<file path="config.mk">
export PLATFORM = sky130hd
export DESIGN_NAME = fetch_unit
export DESIGN_NICKNAME = d
export VERILOG_FILES = /design/src/rtl/cpu_isa_pkg.sv /design/src/rtl/fetch_next_pc.sv /design/src/rtl/fetch_unit.sv
export SDC_FILE = /design/constraint.sdc
export NUM_CORES = 1
export LEC_CHECK = 0
export ABC_AREA = 1
export BUFFER_PORTS_ARGS = -buffer_cell sky130_fd_sc_hd__clkbuf_2
export CAP_MARGIN = 10
export CORE_MARGIN = 4
export CORE_UTILIZATION = 45
export DETAILED_ROUTE_END_ITERATION = 12
export GPL_TIMING_DRIVEN = 0
export PLACE_DENSITY = 0.74
export SYNTH_ARGS = -nofsm -noshare
export SYNTH_HDL_FRONTEND = slang
export SYNTH_SLANG_ARGS = --single-unit
</file>
<file path="constraint.sdc">
create_clock -name clk -period 1.6 [get_ports clk]
set_clock_uncertainty 0.15 [all_clocks]
set_input_delay 0.4 -clock clk [delete_from_list [all_inputs] [get_ports clk]]
set_output_delay 0.4 -clock clk [all_outputs]
set_load 0.1 [all_outputs]
</file>
<file path="src/rtl/cpu_isa_pkg.sv">
// ISA constants and fetch-stage types shared by the fetch unit and its next-PC logic.
package cpu_isa_pkg;

  localparam logic [5:0] OP_RTYPE = 6'b010100;
  localparam logic [5:0] OP_LW    = 6'b100011;
  localparam logic [5:0] OP_SW    = 6'b101011;
  localparam logic [5:0] OP_ADDI  = 6'b001000;
  localparam logic [5:0] OP_SUBI  = 6'b001001;
  localparam logic [5:0] OP_BEQ   = 6'b000100;
  localparam logic [5:0] OP_J     = 6'b000010;

  localparam int unsigned OpcodeMsb  = 31;
  localparam int unsigned OpcodeLsb  = 26;
  localparam int unsigned JTargetMsb = 25;
  localparam int unsigned JTargetLsb = 0;

  typedef enum logic {
    StRun,
    StFault
  } fetch_state_e;

  // How the fetch registers update this cycle.
  typedef enum logic [1:0] {
    SelLoad,
    SelHold,
    SelSquash,
    SelFault
  } fetch_sel_e;

  // A fetch address is usable only if word aligned and inside the instruction memory.
  function automatic logic pc_illegal(logic [31:0] pc, int unsigned imem_words);
    return (pc[1:0] != 2'b00) || (pc >= imem_words * 4);
  endfunction

endpackage

</file>
<file path="src/rtl/fetch_next_pc.sv">
// Combinational next-PC selection: redirect, fault, stall, local jump decode, sequential.
module fetch_next_pc
  import cpu_isa_pkg::*;
(
  input  logic [31:0] pc_i,
  input  logic [31:0] instr_i,
  input  logic        redirect_valid_i,
  input  logic [31:0] redirect_pc_i,
  input  logic        redirect_fault_i,
  input  logic        stall_i,
  input  logic        pc_fault_i,
  input  logic        in_fault_i,
  output logic [31:0] pc4_o,
  output logic [31:0] next_pc_o,
  output fetch_sel_e  sel_o
);

  logic        is_jump;
  logic [31:0] jump_tgt;

  assign pc4_o    = pc_i + 32'd4;
  assign is_jump  = (instr_i[OpcodeMsb:OpcodeLsb] == OP_J);
  assign jump_tgt = {pc4_o[31:28], instr_i[JTargetMsb:JTargetLsb], 2'b00};

  always_comb begin
    next_pc_o = pc_i;
    sel_o     = SelHold;
    if (in_fault_i) begin
      // Stall is ignored while faulted; only a redirect moves the PC.
      sel_o = SelFault;
      if (redirect_valid_i) begin
        next_pc_o = redirect_pc_i;
        sel_o     = redirect_fault_i ? SelFault : SelSquash;
      end
    end else if (redirect_valid_i) begin
      next_pc_o = redirect_pc_i;
      sel_o     = SelSquash;
    end else if (pc_fault_i) begin
      sel_o = SelFault;
    end else if (stall_i) begin
      sel_o = SelHold;
    end else begin
      next_pc_o = is_jump ? jump_tgt : pc4_o;
      sel_o     = SelLoad;
    end
  end

endmodule

</file>
<file path="src/rtl/fetch_unit.sv">
// Instruction fetch stage: owns the PC, the IF/ID pipeline register and the sticky fetch fault.
module fetch_unit
  import cpu_isa_pkg::*;
#(
  parameter logic [31:0] RESET_PC   = 32'd0,
  parameter int unsigned IMEM_WORDS = 200
) (
  input  logic        clk,
  input  logic        rst,
  output logic [31:0] imem_addr,
  input  logic [31:0] imem_instr,
  input  logic        stall,
  input  logic        redirect_valid,
  input  logic [31:0] redirect_pc,
  output logic [31:0] if_id_instr,
  output logic [31:0] if_id_pc4,
  output logic        if_id_valid,
  output logic        fault,
  output logic [31:0] fetch_count
);

  fetch_state_e state_q, state_d;
  logic [31:0]  pc_q, pc_d;
  logic [31:0]  instr_q, instr_d;
  logic [31:0]  pc4_q, pc4_d;
  logic         valid_q, valid_d;
  logic [31:0]  count_q, count_d;

  logic [31:0] pc4;
  logic [31:0] next_pc;
  fetch_sel_e  sel;
  logic        pc_fault;
  logic        redirect_fault;

  assign pc_fault       = pc_illegal(pc_q, IMEM_WORDS);
  assign redirect_fault = pc_illegal(redirect_pc, IMEM_WORDS);

  fetch_next_pc u_next_pc (
    .pc_i             (pc_q),
    .instr_i          (imem_instr),
    .redirect_valid_i (redirect_valid),
    .redirect_pc_i    (redirect_pc),
    .redirect_fault_i (redirect_fault),
    .stall_i          (stall),
    .pc_fault_i       (pc_fault),
    .in_fault_i       (state_q == StFault),
    .pc4_o            (pc4),
    .next_pc_o        (next_pc),
    .sel_o            (sel)
  );

  always_comb begin
    state_d = state_q;
    pc_d    = pc_q;
    instr_d = instr_q;
    pc4_d   = pc4_q;
    valid_d = valid_q;
    count_d = count_q;
    unique case (sel)
      SelLoad: begin
        pc_d    = next_pc;
        instr_d = imem_instr;
        pc4_d   = pc4;
        valid_d = 1'b1;
        count_d = count_q + 32'd1;
      end
      SelHold: ;
      SelSquash: begin
        pc_d    = next_pc;
        valid_d = 1'b0;
        state_d = StRun;
      end
      SelFault: begin
        // Faulting word is never loaded; the PC only moves on a redirect.
        pc_d    = next_pc;
        valid_d = 1'b0;
        state_d = StFault;
      end
      default: ;
    endcase
  end

  always_ff @(posedge clk) begin
    if (rst) begin
      state_q <= StRun;
      pc_q    <= RESET_PC;
      instr_q <= 32'd0;
      pc4_q   <= 32'd0;
      valid_q <= 1'b0;
      count_q <= 32'd0;
    end else begin
      state_q <= state_d;
      pc_q    <= pc_d;
      instr_q <= instr_d;
      pc4_q   <= pc4_d;
      valid_q <= valid_d;
      count_q <= count_d;
    end
  end

  assign imem_addr   = pc_q;
  assign if_id_instr = instr_q;
  assign if_id_pc4   = pc4_q;
  assign if_id_valid = valid_q;
  assign fault       = (state_q == StFault);
  assign fetch_count = count_q;

endmodule

</file>
==> out/results.tsv, run 1 <==
stage	metric	value	unit
status	violations	negative setup slack	
sta	setup_viol	154	
sta	period_needed	1.99	ns
grt	grt_pass1_vias	8146	
setup_path	critPathKind	flip-flop to flip-flop	
setup_path	cp-end-kind	flip-flop	
hold_path	whs_endpoint	if_id_instr[18]$_SDFFE_PP0N_	
synth	async_flop_share	0	%
grt	antenna_found_initial	1	
setup_path	cp_max_fo	6	
finish	synthToLayoutAreaGrowth	71.7	%
sta	fin_tns_setup	-37.92	ns
synth	synth_cells	1089	
power	power	8.67	mW
clock_tree	numCtsBuffers	17	
setup_path	required	1.79	ns
detailed_routing	vias_per_cell	5.57	
clock_tree	htree_levels	4	
synth	syn_nets	1160	
detailed_routing	final_antenna_net_count	0	
clock_tree	clk_pin_slew	0.06	ns
setup_path	path_buf_inv	3	
detailed_routing	vias	8567	
hold_path	min_from	imem_instr[18]	
hold_path	hold-path-cell-count	3	
setup_path	worstPathCellList	nor2_2 > nand2_1 > nor2_4 > nand2_2 > nor2_4 > buf_6 > nand2_8 > nand2_8 > buf_12 > buf_8 > nand3_4 > a21oi_2	
floorplan	rows	44	
detailed_routing	drt_drc_violations_left	0	
setup_path	cp.depth	12	
sta	worst_pin_slew	0.876	ns
sta	timing.hold.ws	0.0633	ns
synth	yosys_most_used_dff	dfxtp_1	
synth	synth_cell_types	29	
grt	grt_max_degree	17	
detailed_routing	dr.first_iter.drc_count	769	
detailed_routing	firstDrtPassIters	5	
floorplan	die_area	17100	µm²
clock_tree	clk_path_buf_depth	2	
power	power_density	745	nW/µm²
detailed_routing	routed_wl	29.1	mm
synth	ys.warnings.count	0	
synth	synthMostInstantiatedCell	nand2_1	
setup_path	reg2regPathDepth	12	
setup_path	reg2reg_from	imem_addr[25]$_SDFFE_PP0P_	
setup_path	slowest_delay	0.36	ns
place	place_area	8350	µm²
clock_tree	cts_root_buf	clkbuf_16	
place	gp_congestion	0.945	
floorplan	start_util	46.3	%
grt	grt_first_pass_wirelength	43.1	mm
floorplan	dieHeight	131	µm
sta	timing.final.ws_setup	-0.390	ns
clock_tree	hold_buffers	0	
sta	rsz0062_at_grt	yes	
synth	ys_ff_latch	130	
run	drv_cap	0	
place	place_worst_setup_slack	-0.587	ns
setup_path	reg2reg_to	imem_addr[9]$_SDFFE_PP0P_	
synth	synth_common_cells	nand2_1 (394), nor2_1 (208), dfxtp_1 (130), a21oi_1 (104), inv_1 (58)	
synth	syn_area	6780	µm²
floorplan	die_w	131	µm
finish	nNetsFinal	1411	
sta	fmax	503	MHz
clock_tree	cts_num_sinks	130	
place	port_buffers	195	
synth	synthTopCellsByArea	dfxtp_1 (38%), nand2_1 (22%), nor2_1 (12%)	
sta	relSlewSlack	41.6	%
setup_path	critPathLaunchType	flip-flop	
floorplan	core_area	14600	µm²
hold_path	hp-class	input port to flip-flop	
synth	syn_avg_cell_area	6.22	µm²
place	dp_hpwl	18.6	mm
setup_path	arrival	2.18	ns
sta	period_share	124	%
sta	finalHoldViolCount	0	
synth	yosys.area.top_type	dfxtp_1	
grt	overflow	0	
power	ir_drop	0.803	mV
power	p_leak	4.71	nW
setup_path	r2r_slack	-0.39	ns
synth	ys_seq_area_share	38.4	%
finish	stdcell_area	11600	µm²
detailed_routing	wl_per_cell	19.0	µm
setup_path	crit_slowest_cell	dfxtp_4	
clock_tree	cts_tree	built	
grt	grt_usage	32.6	%
synth	synth_top_area_share	38.4	%
clock_tree	worstSkewPairLatency	0.43	ns
finish	drive_above_1_share	36.3	%
floorplan	ios	198	
sta	slew_violations	0	
status	outcome	finished, violations left	
synth	synth_edf_count	0	
setup_path	cp_top_family	simple AND/OR/NAND/NOR gates	
## registers in the layout (all words and copies together) (netlist names)
name and cells:
imem_addr 32, if_id_pc4 32, fault 1, if_id_instr 32, fetch_count 32, if_id_valid 1
## through the flow
stage,utilization (%),std cells
floorplan,-,1089
finish,79.5,1538
detailed placement,57.0,1468
global placement,57.0,1468
global route,79.5,1538
CTS,76.9,1533
## logic make-up (layout without fill, tap and decap cells)
logic type                 count (synthesis)  in the layout  synth area share [%]
and+or+nand+nor                          688            688                  41.2
AOI/OAI and AO/OA                        140            140                  10.4
DFF                                      130            130                  38.4
buffers and inverters                    108            372                  6.83
xor gates and xnor gates                  20             20                  2.58
adders and majority gates                  3              3                 0.554
other                                      0              1                     0
## worst max-delay path by stage
stage	slack, ns	start	endpoint
final	-0.39	imem_addr[25]$_SDFFE_PP0P_	imem_addr[9]$_SDFFE_PP0P_
after floorplan	-0.16	imem_addr[19]$_SDFFE_PP0P_	if_id_pc4[5]$_SDFFE_PP0N_
after CTS	-0.23	imem_addr[15]$_SDFFE_PP0P_	imem_addr[9]$_SDFFE_PP0P_
after detailed placement	-0.59	rst	fetch_count[16]$_SDFFE_PP0N_
after global routing	-0.43	imem_addr[24]$_SDFFE_PP0P_	imem_addr[9]$_SDFFE_PP0P_
after global placement	-0.56	imem_instr[31]	imem_addr[23]$_SDFFE_PP0P_
## layout make-up
| type | count | area (µm²) |
|---|---|---|
| diodes | 1 | 2.50 |
| flip-flops and latches | 130 | 2830 |
| repair buffers | 232 | 3150 |
| clock inverters | 13 | 100 |
| fillers | 953 | 3010 |
| plain buffers | 48 | 414 |
| inverters | 60 | 249 |
| well taps | 184 | 230 |
| clock buffers | 19 | 454 |
| multi-input cells | 851 | 4210 |
## metal layers
| metal | vias to the layer above | global-route usage [%] | part of all wire [%] |
|---|---|---|---|
| met5 | - | 0 | 0 |
| met4 | 0 | 14.2 | 4.4 |
| met3 | 113 | 9.35 | 8.7 |
| met2 | 501 | 54.2 | 48 |
| met1 | 3999 | 39.2 | 39 |
| li1 | 3954 | - | - |
## timing repair
action | 4_1_cts | 5_1_grt
setup endpoints to repair | 259 | 221
gates cloned | 5 | 0
resized for setup | 412 | 109
hold endpoints to repair | 0 | 0
pin swaps | 13 | 6
setup buffers | 28 | 4
## where the power goes
part	switching (mW)	internal (mW)	leakage (nW)
logic	1.03	0.580	3.33
registers	0.110	3.25	1.10
clock network	1.60	2.09	0.279
total	2.74	5.93	4.71
## cell usage in the layout, fill, tap and decap left out, types with 11 or more instances in the layout
cell / count
a21oi_1: 71
a21oi_2: 33
buf_4: 22
buf_6: 17
clkbuf_1: 20
clkbuf_16: 74
clkbuf_2: 68
clkbuf_8: 71
dfxtp_1: 57
dfxtp_2: 20
dfxtp_4: 53
inv_1: 52
nand2_1: 377
nand2_2: 15
nand3_1: 34
nand3b_1: 21
nor2_1: 163
nor2_2: 30
nor2_4: 17
nor3_1: 11
o21ai_0: 24
xor2_1: 12
## tightest hold or removal path: stages
cell and delay, ns:
clkbuf_2 0.09, nand2_1 0.06, a21oi_1 0.05
(Power assumes the default switching activity.)
==> inputs of run 2 (changes only) <==
--- a/config.mk
+++ b/config.mk
@@ -9,10 +9,10 @@
 export BUFFER_PORTS_ARGS = -buffer_cell sky130_fd_sc_hd__clkbuf_2
 export CAP_MARGIN = 10
 export CORE_MARGIN = 4
-export CORE_UTILIZATION = 45
+export CORE_UTILIZATION = 47
 export DETAILED_ROUTE_END_ITERATION = 12
 export GPL_TIMING_DRIVEN = 0
-export PLACE_DENSITY = 0.74
+export PLACE_DENSITY = 0.76
 export SYNTH_ARGS = -nofsm -noshare
 export SYNTH_HDL_FRONTEND = slang
 export SYNTH_SLANG_ARGS = --single-unit
==> run 2 against run 1 <==
Against the previous run:
- the run still ends with negative setup slack left
- wire length increased by 11%
- fmax decreased by 6.0%
- via count increased by 4.1%
- critical endpoint is now if_id_instr[7]$_SDFFE_PP0N_
==> out/results.tsv, run 2 (same netlist as run 1, synthesis figures left out) <==
stage	metric	value	unit	change
status	outcome	finished, violations left		unchanged
status	violations	negative setup slack		unchanged
power	share_comb_of_total_power	17.8	%	was 18.6%
finish	antenna_cells	0		was 1
sta	period_needed	2.12	ns	was 1.99 ns
sta	rsz0062_at_grt	yes		unchanged
power	sw_frac_of_total	32.0	%	was 31.6%
detailed_routing	dr.first_iter.drc_count	1330		was 769
finish	layout_common_cells	nand2_1 (321), nor2_1 (182), clkbuf_16 (87), clkbuf_2 (67), a21oi_1 (67)		was nand2_1 (377), nor2_1 (163), clkbuf_16 (74), a21oi_1 (71), clkbuf_8 (71)
sta	timing.hold.ws	0.0470	ns	was 0.0633 ns
power	power_density	700	nW/µm²	was 745 nW/µm²
finish	nNetsFinal	1421		was 1411
place	port_buffers	195		unchanged
sta	setup_viol	148		was 154
grt	grt_first_pass_wirelength	44.6	mm	was 43.1 mm
grt	grt_max_degree	17		unchanged
clock_tree	numCtsBuffers	17		unchanged
hold_path	hold-path-cell-count	3		unchanged
setup_path	arrival	2.30	ns	was 2.18 ns
floorplan	core_area	14000	µm²	was 14600 µm²
run	drv_cap	0		unchanged
sta	worst_pin_slew	0.876	ns	about the same
power	power_frac_seq	39.1	%	was 38.8%
place	dp_hpwl	18.2	mm	was 18.6 mm
grt	overflow	0		unchanged
place	gp_congestion	0.980		was 0.945
sta	timing.final.ws_setup	-0.516	ns	was -0.390 ns
sta	relSlewSlack	41.6	%	about the same
power	p_int	5.84	mW	was 5.93 mW
floorplan	ios	198		unchanged
detailed_routing	vias_per_cell	5.78		was 5.57
sta	period_share	132	%	was 124%
clock_tree	worstSkewPairLatency	0.44	ns	was 0.43 ns
setup_path	critPathLaunchType	flip-flop		unchanged
detailed_routing	final_antenna_net_count	0		unchanged
grt	grt_pass1_vias	8465		was 8146
clock_tree	cts_root_buf	clkbuf_16		unchanged
power	power	8.59	mW	was 8.67 mW
sta	slew_violations	0		unchanged
detailed_routing	drt_drc_violations_left	0		unchanged
sta	finalHoldViolCount	0		unchanged
detailed_routing	routed_wl	32.5	mm	was 29.1 mm
setup_path	critPathKind	flip-flop to flip-flop		unchanged
detailed_routing	wl_per_cell	21.0	µm	was 19.0 µm
setup_path	reg2regPathDepth	11		was 12
setup_path	cp-end-kind	flip-flop		unchanged
clock_tree	clk_path_buf_depth	2		unchanged
sta	fmax	473	MHz	was 503 MHz
clock_tree	cts_num_sinks	130		unchanged
floorplan	die_area	16400	µm²	was 17100 µm²
power	netSwitchingPower	2.75	mW	was 2.74 mW
grt	antenna_found_initial	0		was 1
finish	final_common_cell	nand2_1		unchanged
clock_tree	cts_tree	built		unchanged
power	p_leak	4.97	nW	was 4.71 nW
detailed_routing	firstDrtPassIters	6		was 5
hold_path	hp-class	input port to flip-flop		unchanged
floorplan	start_util	48.5	%	was 46.3%
clock_tree	clk_pin_slew	0.06	ns	about the same
setup_path	r2r_slack	-0.52	ns	was -0.39 ns
setup_path	cp_max_fo	10		was 6
floorplan	dieHeight	128	µm	was 131 µm
setup_path	required	1.79	ns	about the same
power	ir_drop	0.797	mV	was 0.803 mV
detailed_routing	vias	8919		was 8567
grt	grt_usage	34.6	%	was 32.6%
clock_tree	htree_levels	4		unchanged
power	clockPowerShare	43.0	%	was 42.6%
finish	drive_above_1_share	41.6	%	was 36.3%
floorplan	die_w	128	µm	was 131 µm
floorplan	rows	43		was 44
finish	synthToLayoutAreaGrowth	80.9	%	was 71.7%
==> run 2: cell count changes in the layout (fill, tap and decap cells not counted), moves of 26 or more <==
| cell | delta |
|---|---|
| clkbuf_8 | -53 |
| buf_8 | +31 |
| nand2_1 | -56 |
| nand2_2 | +43 |
| dfxtp_1 | -31 |
| buf_12 | +26 |
==> run 2: layout make-up <==
class	instances	area [µm²]
Tap cell	180	225
Inverter	60	245
Clock buffer	20	457
Clock inverter	12	81.3
Sequential cell	130	2890
Timing Repair Buffer	242	3550
Timing Repair inverter	1	16.3
Fill cell	682	1730
Buffer	47	485
Multi-Input combinational cell	851	4310
==> run 2: final timing paths <==
check / to / start
hold / removal: imem_addr[29]$_SDFFE_PP0P_ / redirect_pc[29]
setup reg to reg: if_id_instr[7]$_SDFFE_PP0N_ / imem_addr[16]$_SDFFE_PP0P_
hold reg to reg: if_id_pc4[24]$_SDFFE_PP0N_ / if_id_pc4[24]$_SDFFE_PP0N_
setup / recovery: if_id_instr[7]$_SDFFE_PP0N_ / imem_addr[16]$_SDFFE_PP0P_
==> run 2: power by group through the flow <==
stage	logic [mW]	registers, mW	clock network [mW]
floorplan	0.395	3.82	0
global placement	1.10	3.43	0
detailed placement	1.11	3.43	0
CTS	1.42	3.35	3.62
global route	1.60	3.36	3.82
finish	1.53	3.36	3.70
==> run 2: timing repair <==
action	CTS	global route
buffers inserted	25	11
resized for setup	459	242
hold buffers	0	0
setup endpoints to repair	260	224
pin swaps	39	28
gates cloned	11	5
==> run 2: critical path, cell delays in order (launching register included) <==
cell,delay [ns]
dfxtp_4,0.36
nor2_2,0.11
nand2_1,0.09
nor2_2,0.17
nand2_2,0.09
nor2_4,0.15
nand4_4,0.13
buf_12,0.20
clkinv_8,0.10
buf_8,0.14
nand2_1,0.08
a21oi_1,0.23
==> run 2: routing by layer <==
metal | GRT usage, % | vias to the layer above | share of wire, % | wire length [µm]
met3 | 9.42 | 147 | 9.7 | 3150
met1 | 41.0 | 4164 | 36 | 11800
met4 | 13.6 | 0 | 5.0 | 1620
met2 | 59.2 | 632 | 49 | 15900
met5 | 0 | - | 0 | 0
li1 | - | 3976 | - | -
==> run 2: stage by stage <==
stage	utilization, %	setup TNS [ns]	instance area [µm²]	worst slack (ns)	instances
CTS	82.1	-28.75	11500	-0.254	1532
global placement	59.7	-58.08	8350	-0.522	1464
detailed placement	59.7	-61.68	8350	-0.597	1464
finish	87.6	-47.35	12300	-0.516	1543
global route	87.6	-54.28	12300	-0.544	1543
floorplan	-	-16.42	7150	-0.164	1089
